`config.mk`:
```
export PLATFORM = sky130hd
export DESIGN_NAME = odd_chk_sat_cnt
export DESIGN_NICKNAME = d
export VERILOG_FILES = /design/src/rtl/odd_chk_sat_cnt.sv
export SDC_FILE = /design/constraint.sdc
export NUM_CORES = 1
export LEC_CHECK = 0
export CORE_AREA = 2 2 39 41
export DETAILED_ROUTE_END_ITERATION = 10
export DIE_AREA = 0 0 41 43
export PLACE_DENSITY = 0.65
export SYNTH_ARGS = -nofsm -noshare
export SYNTH_HDL_FRONTEND = slang
export SYNTH_SLANG_ARGS = --single-unit
```
`constraint.sdc`:
```
create_clock -name clk -period 1.6 [get_ports clk]
set_input_delay 0.32 -clock clk [delete_from_list [all_inputs] [get_ports clk]]
set_output_delay 0.32 -clock clk [all_outputs]
set_load 0.02 [all_outputs]
```
`src/rtl/odd_chk_sat_cnt.sv`:
```
// Event counter with synchronous clear; SATURATE selects hold-at-max
// instead of rolling over to zero.
module odd_chk_sat_cnt #(
    parameter int W        = 8,
    parameter bit SATURATE = 1'b0
) (
    input  logic         clk,
    input  logic         rst,
    input  logic         clr_i,
    input  logic         inc_i,
    output logic [W-1:0] cnt_o
);

    logic [W-1:0] cnt_q, cnt_d;

    always_comb begin
        cnt_d = cnt_q;
        if (clr_i) begin
            cnt_d = '0;
        end else if (inc_i && !(SATURATE && (cnt_q == '1))) begin
            cnt_d = cnt_q + W'(1);
        end
    end

    always_ff @(posedge clk or posedge rst) begin
        if (rst) begin
            cnt_q <= '0;
        end else begin
            cnt_q <= cnt_d;
        end
    end

    assign cnt_o = cnt_q;

endmodule

```
==> flow_summary.ini, run 1 <==
[synth]
netlist_area_um2 = 400
yosysSeqAreaShare = 0.500
syn-num-nets = 43
synth.yosys.warnings = 0
synth_area_leaders = dfrtp_1 50%, o2111ai_4 6.6%, xor2_1 6.6%
yosys.area.top_type = dfrtp_1
synth_area_per_cell_um2 = 10.5
ys_ff_latch = 8
synth_cell_type_count = 15
synthCells = 38
yosys.area.top_type_share = 0.500

[timing]
grt_setup_unrepaired = false
finClkSkew_ps = 2.92
final-max-slew-violation-count = 0
relSlewSlack = 0.787
final-hold-violation-count = 0
fin_ws_ps = 84.1
tightest_slew_ps = 319
post-route-min-period_ps = 1520
fmax_mhz = 660
timing.hold.ws_ps = 309
fin_crit_sh = 0.947
setup_viol = 0

[detailed_routing]
ant_nets = 0
wl_per_cell_um = 11.9
vias = 342
drt-pass1-iter-count = 2
totalWireLength_um = 848
initialDrtViolationCount = 1
drc = 0
routed_via_density = 4.82

[pwr]
power.density_nw_per_um2 = 740
p_leak_nw = 0.293
power.total_mw = 0.426
p_sw_frac = 0.256
intPower_mw = 0.317
p_switching_mw = 0.109
clock_power_share = 0.374
seq_power_share = 0.508
ir_drop_uv = 286
combinationalPowerShare = 0.118

[floorplan]
start_util = 0.289
io_pins = 12
rows = 14
dieWidth_um = 41
dieArea_um2 = 1760
coreArea_um2 = 1380
die_h_um = 43

[clock_tree]
post-cts-setup-buffers = 0
clk_path_buf_depth = 2
cts_tree = yes
cts-root-buf = clkbuf_4
h-tree-depth = 1
cts-hold-fix-buffers = 0
cts_made_buffers = 3
cts_resized = 4
clkSinkCount = 8
clk_pin_slew_ps = 60
clock_latency_ps = 260

[placement]
place.gp.congestion = 0.749
dp_hpwl_um = 657
post-place-ws_ps = -38.8
portBuffers = 11

[finish]
areaGrowthSynthToFinish_pct = 43.8
n_antenna_cell = 0
layout-drive-gt1-share = 0.164
multi_input_area_um2 = 181
fin_nets = 62
seq_area_um2 = 200
largest_reg_flops = 8
fillerInstances = 149

[setup_path]
max_stage_delay_ps = 600
path_class = reg2out
crit_chain = clkdlybuf4s50_1
crit_required_ps = 1280
crit_path_start_kind = register
cp_top_family = buffers and inverters
end_kind = primary output
arrival_ps = 1200
critPathBufInv = 1
worst-path-max-fanout = 2
cp_slowest_cell = clkdlybuf4s50_1

[min_path]
hold_class = in2async

[global_routing]
grt_pass1_wl_mm = 1.41
antenna_found_initial = 0
grt_overflow_total = 0
track_usage = 0.129
grt_max_degree = 9
grt_pass1_vias = 320

[job]
drv_cap = 0

[status]
status = finished, final reports clean
-- power by group through the flow --
| stage | Combinational (mW) | Clock (mW) | Sequential [mW] |
|---|---|---|---|
| after floorplan | 0.0231 | 0 | 0.226 |
| after global placement | 0.0531 | 0 | 0.219 |
| after detailed placement | 0.0545 | 0 | 0.220 |
| after CTS | 0.0512 | 0.164 | 0.217 |
| after global routing | 0.0553 | 0.175 | 0.217 |
| final | 0.0501 | 0.159 | 0.216 |
-- routing by layer --
layer,share of wire,GRT usage
met1,0.44,0.159
met4,0.013,0.100
met2,0.47,0.172
met5,0,0
met3,0.072,0.0471
-- cells in the final DEF (no fill, tap or decap), types with 3 or more instances in the layout --
| cell type | count |
|---|---|
| a21oi_1 | 3 |
| buf_4 | 5 |
| clkbuf_4 | 3 |
| clkdlybuf4s50_1 | 5 |
| dfrtp_1 | 8 |
| dlygate4sd2_1 | 4 |
| nor2_1 | 5 |
| o21ai_0 | 3 |
| or3_1 | 3 |
| xor2_1 | 3 |
-- cells in the mapped netlist --
cell type,n
mux2i_1,1
xnor2_1,1
nand2_1,2
nand4_1,2
inv_1,1
dfrtp_1,8
xor2_1,3
a21oi_1,3
o2111ai_4,1
ha_1,1
buf_4,2
o21ai_0,3
nand3_1,2
nor2_1,5
or3_1,3
-- cell families (layout without fill, tap and decap cells) --
family / count (synthesis) / in the layout / share of synthesized area
multiplexers: 1 / 1 / 0.0250
flip-flops: 8 / 8 / 0.500
adder cells (fa/ha/maj): 1 / 1 / 0.0312
AO/OA/AOI/OAI: 7 / 7 / 0.141
buffers and inverters: 3 / 20 / 0.0469
XOR/XNOR: 4 / 4 / 0.0875
AND/OR/NAND/NOR: 14 / 14 / 0.169
-- final cells by class --
cell class,instances,area share
Clock buffer,3,0.0391
Inverter,1,0.00652
Multi-Input combinational cell,27,0.315
Sequential cell,8,0.348
Tap cell,16,0.0348
Timing Repair Buffer,16,0.257
-- worst paths after layout --
path	from	end	slack (ps)	cells past startpoint
setup / recovery	cnt_o[3]	cnt_o[3]	80	1
hold / removal	rst	cnt_o[7]	310	2
setup reg to reg	cnt_o[0]	cnt_o[6]	290	4
hold reg to reg	cnt_o[7]	cnt_o[7]	570	2
max in group asynchronous	rst	cnt_o[6]	1050	2
min in group clk	cnt_o[7]	cnt_o[7]	570	2
-- through the flow --
step | instances | setup TNS [ps] | area, um^2 | utilization
after detailed placement | 68 | -59.5 | 553 | 0.400
after global routing | 71 | 0 | 576 | 0.416
final | 71 | 0 | 576 | 0.416
after CTS | 71 | 0 | 571 | 0.412
after floorplan | 38 | 0 | 400 | -
after global placement | 68 | -9.75 | 553 | 0.400
Note: power is estimated with default switching activity, not from simulation.
==> inputs of run 2 (changes only) <==
- CTS_CLUSTER_SIZE: unset -> 12
==> results of run 2 <==
The final DEF is identical to that of run 1; final timing and power are the same.
==> inputs of run 3 (changes only) <==
- ABC_AREA: unset -> 1
- PLACE_DENSITY: 0.65 -> 0.72
- SLEW_MARGIN: unset -> 30
==> flow_summary.ini, run 3 <==
[synth]
synthArstFlopShare = 1.00
yosysMostFrequentCell = nand2_1
synth_compound_area_frac = 0.0313
synth_common_cells = 16 x nand2_1, 12 x inv_1, 9 x nor2_1
netlist_area_um2 = 479
yosys.area.top_type_share = 0.418
syn-num-nets = 68
synth_area_leaders = dfrtp_1 42%, nand2_1 13%, inv_1 9.4%
synthCells = 63
yosysSeqAreaShare = 0.418
synthFlopType = dfrtp_1
synth_xor_area_frac = 0.0183
synth.yosys.warnings = 0
synth_area_per_cell_um2 = 7.61
yosys.area.top_type = dfrtp_1
synth_top_family_by_area = simple AND/OR/NAND/NOR gates
synth_adder_area_share = 0.0261
ys_ff_latch = 8
synthMuxAreaShare = 0
synth_cell_type_count = 15
synthSimpleGateAreaFrac = 0.405
synth_edf_count = 0

[clock_tree]
clk_path_buf_depth = 2
cts-hold-fix-buffers = 0
cts_tree = yes
cts_made_buffers = 3
clk_pin_slew_ps = 60
post-cts-setup-buffers = 0
clkSinkCount = 8
h-tree-depth = 1
cts_resized = 5
cts-root-buf = clkbuf_4
clock_latency_ps = 260

[timing]
timing.hold.ws_ps = 314
final-hold-violation-count = 0
relSlewSlack = 0.781
post-route-min-period_ps = 1550
fin_crit_sh = 0.966
setup_viol = 0
fmax_mhz = 647
finClkSkew_ps = 5.90
grt_setup_unrepaired = false
tightest_slew_ps = 329
final-max-slew-violation-count = 0
finalSetupTns_ps = 0

[detailed_routing]
vias = 431
totalWireLength_um = 840
routed_via_density = 4.63
ant_nets = 0
wl_per_cell_um = 9.03
initialDrtViolationCount = 6
drt-pass1-iter-count = 2
drc = 0

[floorplan]
coreArea_um2 = 1380
dieWidth_um = 41
io_pins = 12
dieArea_um2 = 1760
start_util = 0.346
rows = 14
die_h_um = 43

[setup_path]
cp_slowest_cell = clkdlybuf4s50_1
r2r-end = cnt_o[4]
arrival_ps = 1230
regToRegSetupSlack_ps = 480
cp.depth = 1
crit_path_start_kind = register
max_stage_delay_ps = 610
path_class = reg2out
end_kind = primary output
cp_top_family = buffers and inverters
reg2reg_from = cnt_o[0]
worst-path-max-fanout = 3
crit_chain = clkdlybuf4s50_1
crit_required_ps = 1280
critPathBufInv = 1
reg2reg_depth = 6

[placement]
portBuffers = 11
place_inst = 90
dpl_cell_area_um2 = 609
place.gp.congestion = 0.786
dp_hpwl_um = 659

[pwr]
ir_drop_uv = 466
power.density_nw_per_um2 = 669
p_leak_nw = 0.347

[finish]
layout_commonest_cell = nand2_1
stdcell_count = 93
final_cell_mix = 16 x nand2_1, 12 x inv_1, 9 x nor2_1
final_util = 0.454
largest_reg_flops = 8
n_antenna_cell = 0
areaGrowthSynthToFinish_pct = 31.1
layout-drive-gt1-share = 0.130
fin_nets = 84
final_area_um2 = 628

[global_routing]
grt_pass1_vias = 364
antenna_found_initial = 0
grt_pass1_wl_mm = 1.48
track_usage = 0.128
grt_overflow_total = 0
grt_max_degree = 9

[job]
drv_cap = 0

[min_path]
hold_class = in2async

[status]
status = finished, final reports clean
-- run 3: cell count changes after synthesis, sizes merged --
cell     previous run  this run
nor3                0         1
a21oi               3         1
nand3               2         4
mux2i               1         0
o2111ai             1         0
or3                 3         0
nor3b               0         1
o21ai               3         2
inv                 1        13
xor2                3         0
nand2               2        16
nor2                5        13
buf                 2         0
-- run 3: logic make-up (layout without fill, tap and decap cells) --
logic type,Yosys count,after routing
simple gates,37,37
buf+inv,13,27
compound gates,3,3
fa+ha+maj,1,1
xor+xnor,1,1
flops,8,8
-- run 3: worst max-delay path by stage --
stage,to,from
finish,cnt_o[6],cnt_o[6]
global route,cnt_o[6],cnt_o[6]
CTS,cnt_o[5],cnt_o[5]
detailed placement,cnt_o[3],clr_i
global placement,cnt_o[3],inc_i
floorplan,cnt_o[4],cnt_o[0]
-- run 3: per-layer routing --
metal  share of wire  wire length (um)  track usage  vias up
met4           0.023                19       0.0600        0
met2            0.45               381        0.184       12
li1                -                 -            -      223
met5               0                 0            0        -
met1            0.47               395        0.163      194
met3           0.052                44       0.0471        2
-- run 3: cell type report --
type                            instances  area [um^2]
Tap cell                               16         20.0
Sequential cell                         8          200
Inverter                               13         48.8
Clock buffer                            3         22.5
Timing Repair Buffer                   11          106
Fill cell                             142          756
Multi-Input combinational cell         42          230
-- run 3: report_power, final --
| part | switching (mW) | internal, mW | total (mW) | leakage [nW] |
|---|---|---|---|---|
| clock network | 0.0685 | 0.0858 | 0.154 | 0.0138 |
| logic | 0.0300 | 0.0205 | 0.0504 | 0.223 |
| registers | 0.00759 | 0.208 | 0.215 | 0.110 |
| total | 0.106 | 0.314 | 0.420 | 0.347 |
-- run 3: metrics by stage --
| stage | power, mW | setup WS [ps] |
|---|---|---|
| 2_1_floorplan | 0.248 | 421 |
| 3_5_place_dp | 0.274 | 159 |
| 4_1_cts | 0.428 | 11.1 |
| 5_1_grt | 0.442 | 15.4 |
| 6_report | 0.420 | 54.3 |
| 3_3_place_gp | 0.274 | 164 |
==> patch 1, RTL diff (config.mk and constraints of run 1) <==
`SATURATE`: 1'b0 -> 1'b1.
--- a/src/rtl/odd_chk_sat_cnt.sv
+++ b/src/rtl/odd_chk_sat_cnt.sv
@@ -3,5 +3,5 @@
 module odd_chk_sat_cnt #(
     parameter int W        = 8,
-    parameter bit SATURATE = 1'b0
+    parameter bit SATURATE = 1'b1
 ) (
     input  logic         clk,
Behaviour: no difference found for any inputs over 10 cycles, from zero or initial values and one cycle with rst high; that may be too few to reach the edited logic, so the function may still have changed.
==> patch 1 against run 1 <==
  * Wire length increased by 24%
  * Sequential power decreased by 2%
  * Critical path depth increased by 3
  * Sequential share of layout area decreased by 3.6 points
  * Hold slack about the same
  * Power increased by 4.2%
  * Combinational power increased by 17%
  * Final area increased by 13%
  * Worst setup slack got worse by 0.020 ns
  * Area after synthesis increased by 9.4%
  * Count of clock-buffer cells in the layout increased by 1
  * Clock power increased by 9%
  * Sequential cell count unchanged
  * Critical endpoint is now cnt_o[7]
  * Largest power group unchanged
  * Highest routed layer unchanged
==> patch 1: results <==
[drt]
routed_wl_mm = 1.05
drt_first_pass_iters = 4
top_layer = "met4"
met1Wirelength_microns = 501
first_iter_violations = 10
vias_per_cell = 5.23
route.met3.wl_microns = 35
met2_length_microns = 497

[final_layout]
fill_cells = 140
drive_gt1_share_pct = 26.2
nets = 71
largest_register_ffs = 8
fin_cells = 81

[worst_setup_path]
crit_type = "register to register"
arrival_ns = 1.73
worstReg2RegEnd = "cnt_o[7]"
reg2reg_slack_ns = 0.06
cp_max_fo = 5

[clock_tree]
clockBufferDepth = 2
cts-resized-gates = 6

[place]
dpl.hpwl_microns = 810
pre_cts_slack_ns = -0.0812
place_area_sq_um = 618
placed_cells = 77
place_congestion = 0.759

[pwr]
p_leak_nw = 0.332
p_seq_mw = 0.212
swShare_pct = 24.8
clkPwrFrac_pct = 39.1
p_sw_mw = 0.110
peakVddDrop_uv = 330

[global_routing]
use_met3_pct = 3.14
grt_first_pass_wirelength_mm = 1.75
met2_usage_pct = 22.8
grtUsageMet1_pct = 17.6
grt_usage_pct = 14.6

[logic_synthesis]
synth-seq-area-share_pct = 45.7
synth_area_leaders = "dfrtp_1 (46%), a21oi_1 (4.6%), nor3_1 (4.6%), a211oi_1 (3.4%), and3_1 (2.9%)"
yosys.cell_types.count = 26
synth_compound_area_share_pct = 16.0
synth_common_cells = "dfrtp_1 (8), a21oi_1 (4), nor3_1 (4)"
synth_xor_xnor_area_share_pct = 0
syn_avg_cell_area_sq_um = 9.95
async_reset_ff_share_pct = 100
syn_nets = 49
synthMuxAreaShare_pct = 4.86
synthAdderAreaFrac_pct = 2.86

[timing]
whs_ns = 0.309
timing.slew.headroom_pct = 79.4
final.setup_skew_ns = 0.00848

[run_status]
status = "finished, final reports clean"
-- patch 1: cell types whose count changed after synthesis, moves of 2 or more --
| cell | before | now |
|---|---|---|
| a211oi_1 | 0 | 2 |
| and3_1 | 0 | 2 |
| inv_1 | 1 | 3 |
| nand2b_1 | 0 | 2 |
| nor2_1 | 5 | 1 |
| nor3_1 | 0 | 4 |
| o21ai_0 | 3 | 1 |
| or3_1 | 3 | 0 |
| xor2_1 | 3 | 0 |
-- patch 1: cell type report --
type                            count  area [sq um]  area share [%]
Clock buffer                        4          26.3            4.05
Inverter                            3          11.3            1.73
Multi-Input combinational cell     32           229            35.3
Sequential cell                     8           203            31.2
Tap cell                           16          20.0            3.08
Timing Repair Buffer               18           160            24.7
-- patch 1: worst max-delay path: stages, from the launching register on --
cell and delay [ns]:
dfrtp_2 0.41, ha_2 0.20, and4_4 0.21, or4_4 0.51
a21oi_2 0.14
==> patch 2, RTL diff (settings of run 1) <==
Made on the original files. Register the output `cnt_o` once more, cleared by the reset; this adds one clock of latency there.
--- a/src/rtl/odd_chk_sat_cnt.sv
+++ b/src/rtl/odd_chk_sat_cnt.sv
@@ -31,5 +31,11 @@
     end
 
-    assign cnt_o = cnt_q;
+    always_ff @(posedge clk or posedge rst) begin
+        if (rst) begin
+            cnt_o <= '0;
+        end else begin
+            cnt_o <= cnt_q;
+        end
+    end
 
 endmodule
Behaviour: not the same (a bounded check fails within 4 cycles, from zero or initial values and one cycle with rst high).
==> patch 2 against run 1 <==
  * Clock power up 58%
  * Area after synthesis up 50%
  * Cell count up 11%
  * Power up 72%
  * First-iteration DRC count rose to 3.0 times the old value
  * Final area up 36%
  * Wire length up 5.2%
  * Sequential cell count up 8
  * Worst setup slack worse by 0.0082 ns
  * Sequential power up 97%
  * Largest cell class unchanged
  * Highest routed layer unchanged
==> patch 2: results <==
[drt]
routed_wl_microns = 892
drt_first_pass_iters = 3
first_iter_violations = 3
vias_per_cell = 4.95

[logic_synthesis]
syn_nets = 51
synth-seq-area-share_pct = 66.7
synth_area_leaders = "dfrtp_1 (67%), o2111ai_4 (4.4%), xor2_1 (4.4%), nor2_1 (3.1%), or3_1 (3.1%)"
synth_common_cells = "dfrtp_1 (16), nor2_1 (5)"

[worst_setup_path]
arrival_ns = 1.20
slowest_delay_ns = 0.59
crit_path_top_delay_cell = "clkdlybuf4s50_1"
cp_max_fo = 1

[clock_tree]
clk_pin_slew_ns = 0.08
insertion_delay_ns = 0.28
cts-resized-gates = 0
cts_setup_buffers = 0

[timing]
timing.slew.headroom_pct = 85.0
final.setup_skew_ns = 0.00292

[final_layout]
fill_cells = 132
nets = 69
drive_gt1_share_pct = 14.3

[global_routing]
grt_pass1_vias = 378
grt_max_degree = 17
grtUsageMet1_pct = 18.0
met2_usage_pct = 19.1
grt_first_pass_wirelength_mm = 1.55
use_met3_pct = 1.57
grt_usage_pct = 13.4

[pwr]
peakVddDrop_uv = 635
p_leak_nw = 0.350

[run_status]
status = "finished, final reports clean"

[place]
dpl.hpwl_microns = 667
## patch 2: changes by cell type in the layout (fill, tap and decap cells not counted), sizes merged
cell / before / now
dlymetal6s2s: 2 / 0
dlygate4sd2: 4 / 0
buf: 5 / 4
dfrtp: 8 / 16
clkbuf: 3 / 4
clkdlybuf4s50: 5 / 11
## patch 2: kinds of logic (layout without fill, tap and decap cells)
logic type | Yosys count | count (layout) | synth area share (%)
compound gates | 7 | 7 | 9.37
xor+xnor | 4 | 4 | 5.83
fa+ha+maj | 1 | 1 | 2.08
buf+inv | 3 | 20 | 3.12
flops | 16 | 16 | 66.7
mux | 1 | 1 | 1.67
simple gates | 14 | 14 | 11.3
## patch 2: worst min-delay path, delay by kind of cell
kind / cells / cell delay [ns]
buffers and inverters: 3 / 0.67
## patch 2: metrics by stage
| stage | instance area, sq um | hold slack [ns] | total power, mW | instances | worst slack [ns] |
|---|---|---|---|---|---|
| 3_3_place_gp | 746 | 0.399 | 0.489 | 75 | 0.000714 |
| 4_1_cts | 782 | 0.343 | 0.745 | 79 | 0.0536 |
| 3_5_place_dp | 746 | 0.383 | 0.491 | 75 | -0.0174 |
| 6_report | 782 | 0.339 | 0.732 | 79 | 0.0759 |
| 2_1_floorplan | 601 | 0.234 | 0.464 | 46 | 0.366 |
| 5_1_grt | 782 | 0.368 | 0.767 | 79 | 0.0258 |
## patch 2: layout make-up
cell class	count	area, sq um	share of cell area (%)
clock buffers	4	36.3	4.64
inverters	1	3.75	0.480
multi-input cells	27	181	23.2
flip-flops and latches	16	400	51.2
well taps	16	20.0	2.56
repair buffers	15	140	17.9
## patch 2: final timing paths
kind | slack [ns] | from | endpoint | depth (start not counted)
setup / recovery | 0.08 | cnt_o[2] | cnt_o[2] | 1
hold / removal | 0.34 | rst | cnt_o[2] | 3
setup reg to reg | 0.23 | cnt_q[0] | cnt_q[6] | 4
hold reg to reg | 0.40 | cnt_q[7] | cnt_o[7] | 0
max in group asynchronous | 1.09 | rst | cnt_q[1] | 3
min in group clk | 0.40 | cnt_q[7] | cnt_o[7] | 0
## patch 2: power breakdown
| group | leakage, nW | total (mW) | switching [mW] | internal [mW] |
|---|---|---|---|---|
| registers | 0.221 | 0.425 | 0.0104 | 0.414 |
| clock network | 0.0210 | 0.251 | 0.113 | 0.138 |
| logic | 0.109 | 0.0562 | 0.0287 | 0.0275 |
## patch 2: layer usage
layer / vias up / routed length (microns)
li1: 191 / -
met5: - / 0
met2: 13 / 413
met1: 183 / 404
met3: 4 / 44
met4: 0 / 29
